--- src/rtl/classifier_frame_sequencer.sv ---
// classifier_frame_sequencer: streams features into a flat classifier input
// vector, waits a fixed settle interval, then captures and hands off the
// classifier decision over a valid/ready output stream.
module classifier_frame_sequencer #(
    parameter int unsigned WIDTH_A  = 4,
    parameter int unsigned NUM_A    = 21,
    parameter int unsigned OUTWIDTH = 14,
    parameter int unsigned SETTLE   = 4
) (
    input  logic                      clk,
    input  logic                      rst_n,
    input  logic                      in_valid,
    output logic                      in_ready,
    input  logic [WIDTH_A-1:0]        in_data,
    input  logic                      in_last,
    output logic [NUM_A*WIDTH_A-1:0]  inp,
    input  logic [OUTWIDTH-1:0]       cls_out,
    output logic                      out_valid,
    input  logic                      out_ready,
    output logic [OUTWIDTH-1:0]       out_data,
    output logic                      frame_err,
    output logic [15:0]               frame_cnt
);

    localparam int unsigned IDX_W = (NUM_A > 1) ? $clog2(NUM_A) : 1;
    localparam int unsigned CNT_W = 8;
    localparam logic [IDX_W-1:0] IDX_LAST = IDX_W'(NUM_A - 1);
    localparam logic [CNT_W-1:0] CNT_INIT = CNT_W'(SETTLE - 1);

    typedef enum logic [1:0] {
        ST_LOAD   = 2'd0,
        ST_SETTLE = 2'd1,
        ST_OUT    = 2'd2
    } state_t;

    state_t           state;
    state_t           state_nxt;
    logic [IDX_W-1:0] idx;
    logic [CNT_W-1:0] cnt;

    logic accept;
    logic idx_at_last;
    logic short_frame;
    logic long_frame;
    logic result_hs;

    assign accept      = in_valid & in_ready;
    assign idx_at_last = (idx == IDX_LAST);
    assign short_frame = accept & in_last & ~idx_at_last;
    assign long_frame  = accept & idx_at_last & ~in_last;
    assign result_hs   = out_valid & out_ready;

    // State register
    always_ff @(posedge clk) begin
        if (!rst_n) begin
            state <= ST_LOAD;
        end else begin
            state <= state_nxt;
        end
    end

    // Next-state decode
    always_comb begin
        state_nxt = state;
        case (state)
            ST_LOAD: begin
                if (accept && idx_at_last) begin
                    state_nxt = ST_SETTLE;
                end
            end
            ST_SETTLE: begin
                if (cnt == '0) begin
                    state_nxt = ST_OUT;
                end
            end
            ST_OUT: begin
                if (result_hs) begin
                    state_nxt = ST_LOAD;
                end
            end
            default: state_nxt = ST_LOAD;
        endcase
    end

    // Output decode: input side is open only while loading
    always_comb begin
        in_ready = 1'b0;
        if (state == ST_LOAD) begin
            in_ready = 1'b1;
        end
    end

    // Datapath: feature slots, settle counter, result capture, frame counting
    always_ff @(posedge clk) begin
        if (!rst_n) begin
            idx       <= '0;
            cnt       <= '0;
            inp       <= '0;
            out_data  <= '0;
            out_valid <= 1'b0;
            frame_err <= 1'b0;
            frame_cnt <= '0;
        end else begin
            frame_err <= short_frame | long_frame;
            case (state)
                ST_LOAD: begin
                    if (accept) begin
                        for (int g = 0; g < int'(NUM_A); g++) begin
                            if (idx == IDX_W'(g)) begin
                                inp[g*WIDTH_A +: WIDTH_A] <= in_data;
                            end
                        end
                        if (idx_at_last) begin
                            idx <= '0;
                            cnt <= CNT_INIT;
                        end else if (in_last) begin
                            idx <= '0;
                        end else begin
                            idx <= idx + 1'b1;
                        end
                    end
                end
                ST_SETTLE: begin
                    if (cnt == '0) begin
                        out_data  <= cls_out;
                        out_valid <= 1'b1;
                    end else begin
                        cnt <= cnt - 1'b1;
                    end
                end
                ST_OUT: begin
                    if (result_hs) begin
                        out_valid <= 1'b0;
                        frame_cnt <= frame_cnt + 16'd1;
                    end
                end
                default: ;
            endcase
        end
    end

endmodule

--- config.mk ---
export PLATFORM = sky130hd
export DESIGN_NAME = classifier_frame_sequencer
export DESIGN_NICKNAME = d
export VERILOG_FILES = /design/src/rtl/classifier_frame_sequencer.sv
export SDC_FILE = /design/constraint.sdc
export NUM_CORES = 1
export LEC_CHECK = 0
export ABC_CLOCK_PERIOD_IN_PS = 2000
export CORE_MARGIN = 2
export CORE_UTILIZATION = 44
export CTS_CLUSTER_SIZE = 12
export DETAILED_ROUTE_END_ITERATION = 6
export GPL_TIMING_DRIVEN = 0
export HOLD_SLACK_MARGIN = 0.03
export MAX_ROUTING_LAYER = met4
export PLACE_DENSITY = 0.77
export SLEW_MARGIN = 25
export SYNTH_ARGS = -nofsm -noshare
export SYNTH_HDL_FRONTEND = slang
export SYNTH_SLANG_ARGS = --single-unit
export TNS_END_PERCENT = 5
--- constraint.sdc ---
create_clock -name clk -period 2 [get_ports clk]
set_input_delay 0.4 -clock clk [delete_from_list [all_inputs] [get_ports clk]]
set_output_delay 0.4 -clock clk [all_outputs]
set_load 0.005 [all_outputs]
==> Word level (Yosys, flattened, before mapping) <==
Index checks and enable logic that the tools add are counted.
{ "op_classes": {"mux": 14, "eq_ne": 28, "n_reduce_logical": 33, "addsub": 3, "n_bitwise": 9} }
{ "op_table": {"columns": ["op", "count"], "rows": [
  ["$reduce_and A3 Y1", 23],
  ["$eq A5 B4 Y1 const B", 8],
  ["$eq A5 B5 Y1 const B", 5],
  ["$mux W8", 3],
  ["$eq A5 B3 Y1 const B", 4],
  ["$add A16 B1 Y16 const B", 1],
  ["$pmux W8 S2", 1],
  ["$ne A2 B2 Y1 const B", 6],
  ["$eq A5 B2 Y1 const B", 2],
  ["$mux W5", 2],
  ["$logic_not A8 Y1", 1],
  ["$sub A8 B1 Y8 const B", 1],
  ["$and A1 B1 Y1", 6],
  ["$mux W2", 3],
  ["$pmux W2 S3", 1],
  ["$reduce_and A2 Y1", 3],
  ["$add A5 B1 Y5 const B", 1],
  ["$eq A5 B1 Y1 const B", 1],
  ["$logic_not A5 Y1", 1],
  ["$reduce_and A4 Y1", 1],
  ["$reduce_bool A2 Y1", 2],
  ["$mux W1", 3],
  ["$eq A2 B1 Y1 const B", 1],
  ["$eq A2 B2 Y1 const B", 1],
  ["5 further kinds", 6]
]} }
{ "word_totals": {"ff_bits": 131, "input_bits": 23, "elab_cells": 115, "output_inout_bits": 117} }

==> Depth between registers and ports, before layout <==
{ "depth": {"ltp_word": 6, "ltp_mapped": 8, "mapped_depth_nobuf": 6} }

==> Worst setup path before layout <==
OpenSTA, ideal clock, no wires.
{ "synth_path": {"path_type": "reg2reg", "from": "register cnt[2]", "to": "register out_data[10]", "setup_ps": 135, "required_time_ps": 1865, "stages_incl_launch_ff": 7, "path_buffers": 2, "arrival_time_ps": 1760, "slack_ps": 105, "period_less_slack_ps": 1895, "cell_sequence": "dfxtp_1 > or4_4 > or4_4 > buf_6 > buf_8 > nand2_1 > a21oi_1"} }
{ "synth_between": {"elab_chain_cells": 2} }
{ "synth_rtl": {"columns": ["item", "line", "source"], "rows": [
  ["start, declared", "39", "logic [CNT_W-1:0] cnt;"],
  ["start signal, assigned", "128", "cnt <= cnt - 1'b1;"],
  ["$logic_not A8 Y1", "124", "if (cnt == '0) begin"],
  ["$reduce_and A2 Y1 (no line)", null, null],
  ["end signal, assigned", "125", "out_data <= cls_out;"],
  ["end, declared", "20", "output logic [OUTWIDTH-1:0] out_data,"]
]} }
No other way between the ends.
A chain may end at the register's enable or synchronous reset.

==> Final worst setup path <==
{ "layout_path": {"from": "register state[0]", "to": "output in_ready"} }
{ "layout_between": {"elab_chain_cells": 2} }
{ "layout_rtl": {"columns": ["item", "line", "source"], "rows": [
  ["start, declared", "36", "state_t state;"],
  ["start signal, assigned", "58", "state <= state_nxt;"],
  ["$logic_not A2 Y1", "88", "if (state == ST_LOAD) begin"],
  ["$mux W1", "88", null],
  ["end, declared", "13", "output logic in_ready,"]
]} }
No other way between the ends.

==> impl_metrics.env <==
export IMPL_outcome="finished, violations left"
export IMPL_failed_checks="negative setup slack"
export IMPL_via_per_inst=5.27
export IMPL_grt_max_degree=17
export IMPL_worstPathRequired_ns=1.60
export IMPL_arrival_ns=1.63
export IMPL_hp_start="out_data[5]"
export IMPL_placed_cells=845
export IMPL_switchingPower_mw=1.24
export IMPL_cts_tree="yes"
export IMPL_drt_iter0_markers=344
export IMPL_grt_pass1_vias=4758
export IMPL_switching_share=0.209
export IMPL_synth_edf_count=0
export IMPL_drc=0
export IMPL_synth_top_cell_area_share=0.498
export IMPL_overflow=0
export IMPL_core_mm2=0.0116
export IMPL_postRouteAntennaNets=0
export IMPL_regToRegSetupSlack_ns=0
export IMPL_grt_pass1_wl_um=23400
export IMPL_muxShareOfSynthArea=0.154
export IMPL_worstPathCellList="buf_2 -> nor2_1 -> clkdlybuf4s50_1"
export IMPL_final_cells=876
export IMPL_port_buffers=139
export IMPL_initial_core_util=0.455
export IMPL_final_hold_violation_count=0
export IMPL_p_comb_frac=0.038
export IMPL_power_frac_seq=0.441
export IMPL_postCtsHoldBufs=0
export IMPL_rsz0062_at_grt="true"
export IMPL_drv_slew=0
export IMPL_hp_class="flip-flop to flip-flop"
export IMPL_synth_top_cell_by_area="dfxtp_1"
export IMPL_clk_latency_ns=0.43
export IMPL_dieArea_mm2=0.0129
export IMPL_cp_num_buf_inv=2
export IMPL_whs_path_depth=2
export IMPL_layout_drive_gt1_share=0.0928
export IMPL_routed_wl_um=14500
export IMPL_syn2layout_area_growth_pct=42.5
export IMPL_setup_viol=2
export IMPL_yosys_warnings=0
export IMPL_setup_slack_ns=-0.0333
export IMPL_cp_max_fo=10
export IMPL_critPathLaunchType="flip-flop"
export IMPL_worst_slew_pin_slew_ns=0.599
export IMPL_synth_xor_area_frac=0.0183
export IMPL_dp_hpwl_um=10500
export IMPL_r2r_end="out_data[11]"
export IMPL_synthCells=563
export IMPL_cpMaxStageDelayCell="clkdlybuf4s50_1"
export IMPL_syn_area_mm2=0.00526
export IMPL_fmax_mhz=492
export IMPL_p_clk_frac=0.521
export IMPL_wl_per_cell_um=16.6
export IMPL_via_count=4620
export IMPL_asyncSetResetFlopFracSynth=0
export IMPL_cts_max_path_buffers=2
export IMPL_fin_crit_sh=1.02
export IMPL_yosysSeqAreaShare=0.498
export IMPL_numCtsBuffers=17
export IMPL_synth_distinct_cells=46
export IMPL_rows=39
export IMPL_fp_dieH_um=113
export IMPL_slowest_delay_ns=0.53
export IMPL_cts_root_buf="clkbuf_16"
export IMPL_postSynthAreaPerCell_um2=9.35
export IMPL_intPower_mw=4.72
export IMPL_relSlewSlack=0.601
export IMPL_antenna_found_initial=0
export IMPL_synthAdderAreaFrac=0.0190
export IMPL_finalSetupTns_ns=-0.0345
export IMPL_die_w_um=113
export IMPL_synth_compound_area_frac=0.0616
export IMPL_powerDensity_mw_per_mm2=795
export IMPL_p_leak_nw=3.00
export IMPL_critPathKind="flip-flop to primary output"
export IMPL_ys_ff_latch=131
export IMPL_cts_sinks=131
export IMPL_synthFlopType="dfxtp_1"
export IMPL_ir_drop_v=0.000649
export IMPL_max_cap_violations=0
export IMPL_synth_area_leaders="dfxtp_1 (50%), mux2i_1 (15%), nand2_1 (6.2%)"
export IMPL_grt_total_usage=0.238
export IMPL_syn_nets=594
export IMPL_layout_min_cycle_time_ns=2.03
export IMPL_diodes=0
export IMPL_clock_skew_ns=0.0260
export IMPL_dr_pass1_iters=5
export IMPL_place_ws_ns=-0.500
export IMPL_r2r_start="cnt[3]"
export IMPL_final_nets=752
export IMPL_total_power_mw=5.96
export IMPL_r2r_cells=6
export IMPL_clk_pin_slew_worst_paths_ns=0.05
export IMPL_endpoint_kind="primary output"
export IMPL_synth_top_family_by_area="simple AND/OR/NAND/NOR gates"
export IMPL_fin_util=0.648
export IMPL_h_tree_depth=4
export IMPL_ios=140
export IMPL_path_delay_family="buffers and inverters"
export IMPL_gp_congestion=0.903
export IMPL_synth_simple_area_share=0.215
export IMPL_min_to="out_data[5]"
[cells by family (layout without fill, tap and decap cells)]
logic type | after synthesis | after routing
compound gates | 55 | 55
xor+xnor | 11 | 11
fa+ha+maj | 8 | 8
buf+inv | 41 | 211
flops | 131 | 131
mux | 81 | 81
simple gates | 236 | 236
[metrics by stage]
step	hold slack (ns)	cell area (um^2)
floorplan	0.448	5260
global placement	0.440	6830
detailed placement	0.448	6830
CTS	0.456	7450
global route	0.477	7500
finish	0.453	7500
[cell type report]
class	count	area, um^2
Sequential cell	131	2630
Clock buffer	20	457
Clock inverter	11	135
Multi-Input combinational cell	391	2520
Timing Repair Buffer	139	1390
Fill cell	962	4070
Tap cell	143	179
Inverter	9	33.8
Buffer	32	151
[cell usage after synthesis, drive strengths merged (7+ instances only)]
| cell | number |
|---|---|
| clkbuf | 26 |
| xor2 | 7 |
| ha | 8 |
| mux2i | 81 |
| nor3 | 7 |
| a21oi | 34 |
| nand3 | 18 |
| nor2 | 69 |
| inv | 9 |
| or3 | 9 |
| o21ai | 8 |
| dfxtp | 131 |
| nand2 | 87 |
[cells in the final DEF, fill, tap and decap left out, drive strengths merged, types with 4 or more instances in the layout]
cell type,netlist,final
clkbuf,26,45
clkdlybuf4s50,0,139
buf,6,7
inv,9,9
or3,9,9
nor2b,5,5
nor3b,4,4
nand2b,6,6
nor2,69,69
or4,4,4
nand4,4,4
clkinv,0,6
xnor2,4,4
o21ai,8,8
nand3,18,18
mux2i,81,81
ha,8,8
dfxtp,131,131
xor2,7,7
nor3,7,7
nand2,87,87
a21oi,34,34
and3,5,5
[power groups by stage]
stage	Clock (mW)	Combinational (mW)	Sequential, mW
after floorplan	0	0.100	2.69
after global placement	0	0.211	2.69
after detailed placement	0	0.214	2.69
after CTS	3.15	0.219	2.63
after global routing	3.27	0.243	2.63
final	3.10	0.225	2.63
[repair_timing]
action | 4_1_cts | 5_1_grt
buffers inserted | 0 | 0
gates resized for setup | 8 | 20
pin swaps | 2 | 1
setup endpoints to repair | 34 | 72
endpoints found under the hold margin | 0 | 0
[worst max-delay path by stage]
stage                   from           end  cells after the start  slack, ns
floorplan             cnt[2]  out_data[10]                      6       0.11
global placement    in_valid       inp[71]                      6      -0.44
detailed placement  in_valid       inp[51]                      6      -0.50
CTS                 state[0]      in_ready                      3     0.0009
global route          idx[0]        idx[4]                      7      -0.09
finish              state[0]      in_ready                      3      -0.03
[worst reg2reg max path: cells and delay by family, from the launching register on]
family	cells	cell delay, ns
compound gates	1	0.08
flops	1	0.34
buf+inv	2	0.29
simple gates	3	1.14
[sequential cells by signal (all words and copies together) (netlist names)]
name       cells
idx            5
state          2
frame_cnt     16
inp           84
out_valid      1
out_data      14
frame_err      1
cnt            8
[layer usage]
metal  global-route usage  up-vias  part of all wire
met4               0.0927        0             0.013
li1                     -     2233                 -
met5                    -        -                 0
met3               0.0755       14             0.065
met1                0.267     2222              0.43
met2                0.399      151              0.50
Note: power is estimated with default switching activity, not from simulation.
==> RTL edit 1: new RTL, same flow settings <==
Encoding of `state_t`: now one-hot (3 bits for 3 states).
--- a/src/rtl/classifier_frame_sequencer.sv
+++ b/src/rtl/classifier_frame_sequencer.sv
@@ -27,10 +27,10 @@
     localparam logic [IDX_W-1:0] IDX_LAST = IDX_W'(NUM_A - 1);
     localparam logic [CNT_W-1:0] CNT_INIT = CNT_W'(SETTLE - 1);
 
-    typedef enum logic [1:0] {
-        ST_LOAD   = 2'd0,
-        ST_SETTLE = 2'd1,
-        ST_OUT    = 2'd2
+    typedef enum logic [2:0] {
+        ST_LOAD   = 3'b001,
+        ST_SETTLE = 3'b010,
+        ST_OUT    = 3'b100
     } state_t;
 
     state_t           state;
Formal check against the unedited RTL: same outputs for any inputs over 4 cycles, from zero or initial values and one cycle with rst_n low; so few cycles prove little.
==> RTL edit 1 against the original RTL <==
  * Power grew 1.2%
  * Synthesized cell count grew 3.4%
  * Non-clock buffer count grew 7
  * Setup slack gained 93 ps
  * Hold slack gained 4.1 ps
  * Combinational power shrank 5%
  * Design area grew 1.4%
  * Clock skew shrank 14 ps
  * Clock power grew 2%
  * Critical path depth is the same
  * Sequential cell count grew 1
  * Count of clock-buffer cells in the layout is the same
  * Area after synthesis grew 2.2%
  * Wire length grew 2.2%
==> RTL edit 1: results (changes against the original RTL) <==
Clock tree
  • CTS root buf: clkbuf_16
  • Max Root-Sink Buffers: 2 (unchanged)
  • Clk pin slew, worst setup/hold paths: 60 ps
  • H-tree depth: 4 (unchanged)
  • Clk_lat worst skew: 410 ps (-20 ps)
  • Clock buffers created by TritonCTS: 17 (unchanged)

Min path
  • HP Start: out_data[9]
  • Hold crit path type: flip-flop to flip-flop

Layout
  • Layout Cells excl Fill: 898 (+2.5%)
  • Filler cells: 978 (+1.7%)
  • Share of layout cells above drive strength 1: 0.0772 (-0.0155)
  • NumNets Final: 770 (+2.4%)
  • Design area: 7600 sq um (+1.4%)

Synth
  • Adder-cell share of the synthesized area: 0.0186 (-0.000411)
  • Post-synthesis compound-gate area fraction: 0.0584 (-0.00319)
  • Top cells by area, synth: dfxtp_1, mux2i_1, nand2_1, nor2_1, a21oi_1
  • Cells after Synth: 582 (+3.4%)
  • Syn_nets: 613 (+3.2%)
  • EDFF count, synth: 0 (unchanged)
  • Most frequent cells after synthesis: dfxtp_1, mux2i_1, nand2_1, nor2_1, a21oi_1
  • Netlist cell types: 46 (unchanged)
  • Multiplexer share of the synthesized area: 0.151 (-0.00333)
  • Post-synth ARST share: 0 (unchanged)
  • Post-synthesis sequential area ratio: 0.491 (-0.00705)
  • Post-synthesis xor/xnor area fraction: 0.0228 (+0.00449)

Die
  • Full die area: 13,100 sq um (+2.1%)

Pwr
  • Leakage: 3.06 nW (+2.2%)
  • Peak VDD IR: 0.000524 V (-19%)
  • Internal power: 4.79 mW (+1.6%)

Placed design
  • Placer Congestion: 0.879 (-2.7%)
  • Dpl ws: -365 ps (+135 ps)
  • Placed Cells: 867 (+2.6%)
  • Port Buffers: 138 (-0.72%)
  • HPWL after detailed placement: 10,700 microns (+2.0%)
  • Area after DPL: 6950 sq um (+1.6%)

GRT
  • First-pass GRT wire length: 23,300 microns (-0.24%)
  • Vias in the first global route: 4,742 (-0.34%)
  • Total track usage: 0.233 (-0.00579)

Setup path
  • Crit-path slowest cell: dfxtp_2
  • CP Max Fanout: 10 (unchanged)
  • Critical R2R Launch: cnt[0]
  • Max incr delay on CP: 410 ps (-120 ps)
  • CP Data Arrival Time: 1540 ps (-90 ps)
  • CP startpoint: state[0]

Detailed routing
  • Initial DRC Count: 279 (-19%)
  • Routed vias/inst: 5.28 (+0.17%)
  • DR pass1 iterations: 4 (-1)
  • Total wire length: 14,800 microns (+2.2%)

Timing
  • Count of pins over their slew limit: 0 (unchanged)
  • Clock Skews: 12.3 ps (-13.7 ps)
  • Relative slew slack: 0.589 (-0.0117)

Outcome
  • Run status: finished, final reports clean
==> RTL edit 1: worst paths after layout <==
kind	slack [ps]	depth (start not counted)	end
min reg2reg	460	2	out_data[9]
max	60	3	in_ready
min	460	2	out_data[9]
max reg2reg	60	7	out_data[11]
==> RTL edit 1: final cells by class <==
class	count	share of cell area
well taps	147	0.0242
repair buffers	138	0.181
plain buffers	40	0.0239
inverters	12	0.00592
multi-input cells	398	0.338
flip-flops and latches	132	0.348
clock buffers	20	0.0574
clock inverters	11	0.0211
==> RTL edit 1: stage by stage <==
step	setup TNS (ps)	hold WS [ps]
after global placement	-13440	444
final	0	457
after detailed placement	-19290	451
after global routing	-799	481
after floorplan	0	453
after CTS	0	459
==> RTL edit 1: metal layers <==
| layer | GRT usage | share of wire |
|---|---|---|
| met5 | - | 0 |
| met4 | 0.0740 | 0.015 |
| met3 | 0.0821 | 0.068 |
| met2 | 0.382 | 0.49 |
| met1 | 0.266 | 0.42 |
==> RTL edit 1: critical path, delay by kind of cell (launching register included) <==
kind | cells | cell delay [ps]
DFF | 1 | 410
and+or+nand+nor | 1 | 240
buffers and inverters | 2 | 470
==> RTL edit 1: power groups by stage <==
stage	combinational, mW	clock [mW]	sequential [mW]
final	0.214	3.17	2.65
after global placement	0.203	0	2.71
after floorplan	0.0966	0	2.71
after detailed placement	0.209	0	2.71
after global routing	0.231	3.32	2.65
after CTS	0.211	3.19	2.65
==> RTL edit 1: what timing repair did <==
item | 4_1_cts | 5_1_grt
gates resized for setup | 10 | 13
endpoints found under the setup margin | 21 | 42
cloned | 0 | 0
==> RTL edit 2: new RTL, same settings <==
Made on the original files. `WIDTH_A`: 4 -> 5.
--- a/src/rtl/classifier_frame_sequencer.sv
+++ b/src/rtl/classifier_frame_sequencer.sv
@@ -2,7 +2,7 @@
 // vector, waits a fixed settle interval, then captures and hands off the
 // classifier decision over a valid/ready output stream.
 module classifier_frame_sequencer #(
-    parameter int unsigned WIDTH_A  = 4,
+    parameter int unsigned WIDTH_A  = 5,
     parameter int unsigned NUM_A    = 21,
     parameter int unsigned OUTWIDTH = 14,
     parameter int unsigned SETTLE   = 4
Ports: changed (resized in_data and inp); port bits go from 140 to 162. The function was not compared with the original's and may differ.
==> RTL edit 2 against the original RTL <==
  * Sequential cell count grew 21
  * Wire length grew 13%
  * Register-to-register slack gained 40 ps
  * Setup slack gained 69 ps
  * Critical path depth grew 4
  * Area after synthesis grew 13%
  * Clock skew shrank 19 ps
  * Fmax grew 3.5%
  * Power grew 13%
  * Count of clock-buffer cells in the layout grew 2
  * Combinational power grew 34%
  * Die area grew 12%
  * Design area grew 13%
  * Critical endpoint is now inp[69]
  * Largest cell class unchanged
  * Highest routed layer unchanged
==> RTL edit 2: results (changes against the original RTL) <==
Detailed routing
  • Avg WL per Cell: 16.8 microns (+1.4%)
  • Met3 wire len: 1510 microns (+60%)
  • Metal-1 WL: 6670 microns (+8.0%)

Min path
  • Hold Path Sink: cnt[5]
  • HP Start: cnt[5]

Setup path
  • Critical R2R Launch: idx[2]
  • CP Max Fanout: 8 (-2)
  • Worst R2R Path Depth: 7 (+1)
  • Worst reg2reg setup slack: 40 ps (+40 ps)
  • Max incr delay on CP: 300 ps (-230 ps)
  • Crit-path slowest cell: dfxtp_1

Outcome
  • Run status: finished, final reports clean

Layout
  • Top Registers: inp (105), frame_cnt (16), out_data (14)
  • Share of layout cells above drive strength 1: 0.0739 (-0.0188)
  • Max reg flops: 105 (+25%)

Synth
  • Post-synthesis compound-gate area fraction: 0.0249 (-0.0366)
  • Syn_nets: 636 (+7.1%)
  • Netlist cell types: 40 (-13%)
  • Post-synthesis sequential area ratio: 0.514 (+0.0155)
  • Multiplexer share of the synthesized area: 0.203 (+0.0488)

GRT
  • Vias in the first global route: 5,047 (+6.1%)
  • Total track usage: 0.240 (+0.00125)

Placed design
  • Placer Congestion: 0.905 (+0.20%)
  • Placed Cells: 941 (+11%)
  • Area after DPL: 7760 sq um (+14%)

Pwr
  • Leakage: 3.74 nW (+25%)
  • Pwr Total: 6.71 mW (+13%)
  • Switching power total: 1.43 mW (+15%)
RTL edit 2: area by class of cell:
cell class,instances,area [sq um]
Fill cell,1037,4730
Sequential cell,152,3050
Multi-Input combinational cell,398,2700
Timing Repair Buffer,164,1640
Clock buffer,22,484
Tap cell,176,220
Buffer,43,196
Clock inverter,10,141
Inverter,9,33.8
RTL edit 2: metrics by stage:
step                setup slack, ps  setup TNS, ps
finish                         35.9              0
floorplan                      21.9              0
detailed placement             -619         -56490
global route                  -83.0           -945
global placement               -542         -47540
CTS                           -5.57          -5.57
RTL edit 2: kinds of logic after synthesis:
kind of cell    count (synthesis)
xor+xnor                       19
compound gates                 25
buf+inv                        54
mux                           120
fa+ha+maj                       8
simple gates                  226
flops                         152
RTL edit 2: worst max path at each step:
stage | from | to | slack [ps] | depth (start not counted)
3_3_place_gp | in_valid | inp[84] | -540 | 6
5_1_grt | idx[2] | inp[69] | -80 | 7
2_1_floorplan | cnt[0] | out_data[10] | 20 | 9
4_1_cts | in_valid | inp[23] | -6 | 6
3_5_place_dp | in_valid | inp[23] | -620 | 6
6_report | idx[2] | inp[69] | 40 | 7
RTL edit 2: worst register-to-register path, cell delays in order, from the launching register on:
cell and delay (ps):
dfxtp_1 300, clkbuf_1 270, nor2b_1 190, clkbuf_1 250
and4_1 260, clkbuf_2 220, mux2i_1 280, nor2_1 70
RTL edit 2: repair_timing:
action | in CTS | in global routing
resized for setup | 14 | 20
pin swaps | 2 | 1
setup buffers | 1 | 2
endpoints found under the hold margin | 0 | 0
endpoints found under the setup margin | 103 | 77
RTL edit 2: routing by layer:
metal  up-vias  GRT usage
met5         -          -
met4         0     0.0816
met3        23     0.0884
met2       202      0.386
met1      2374      0.275
li1       2417          -
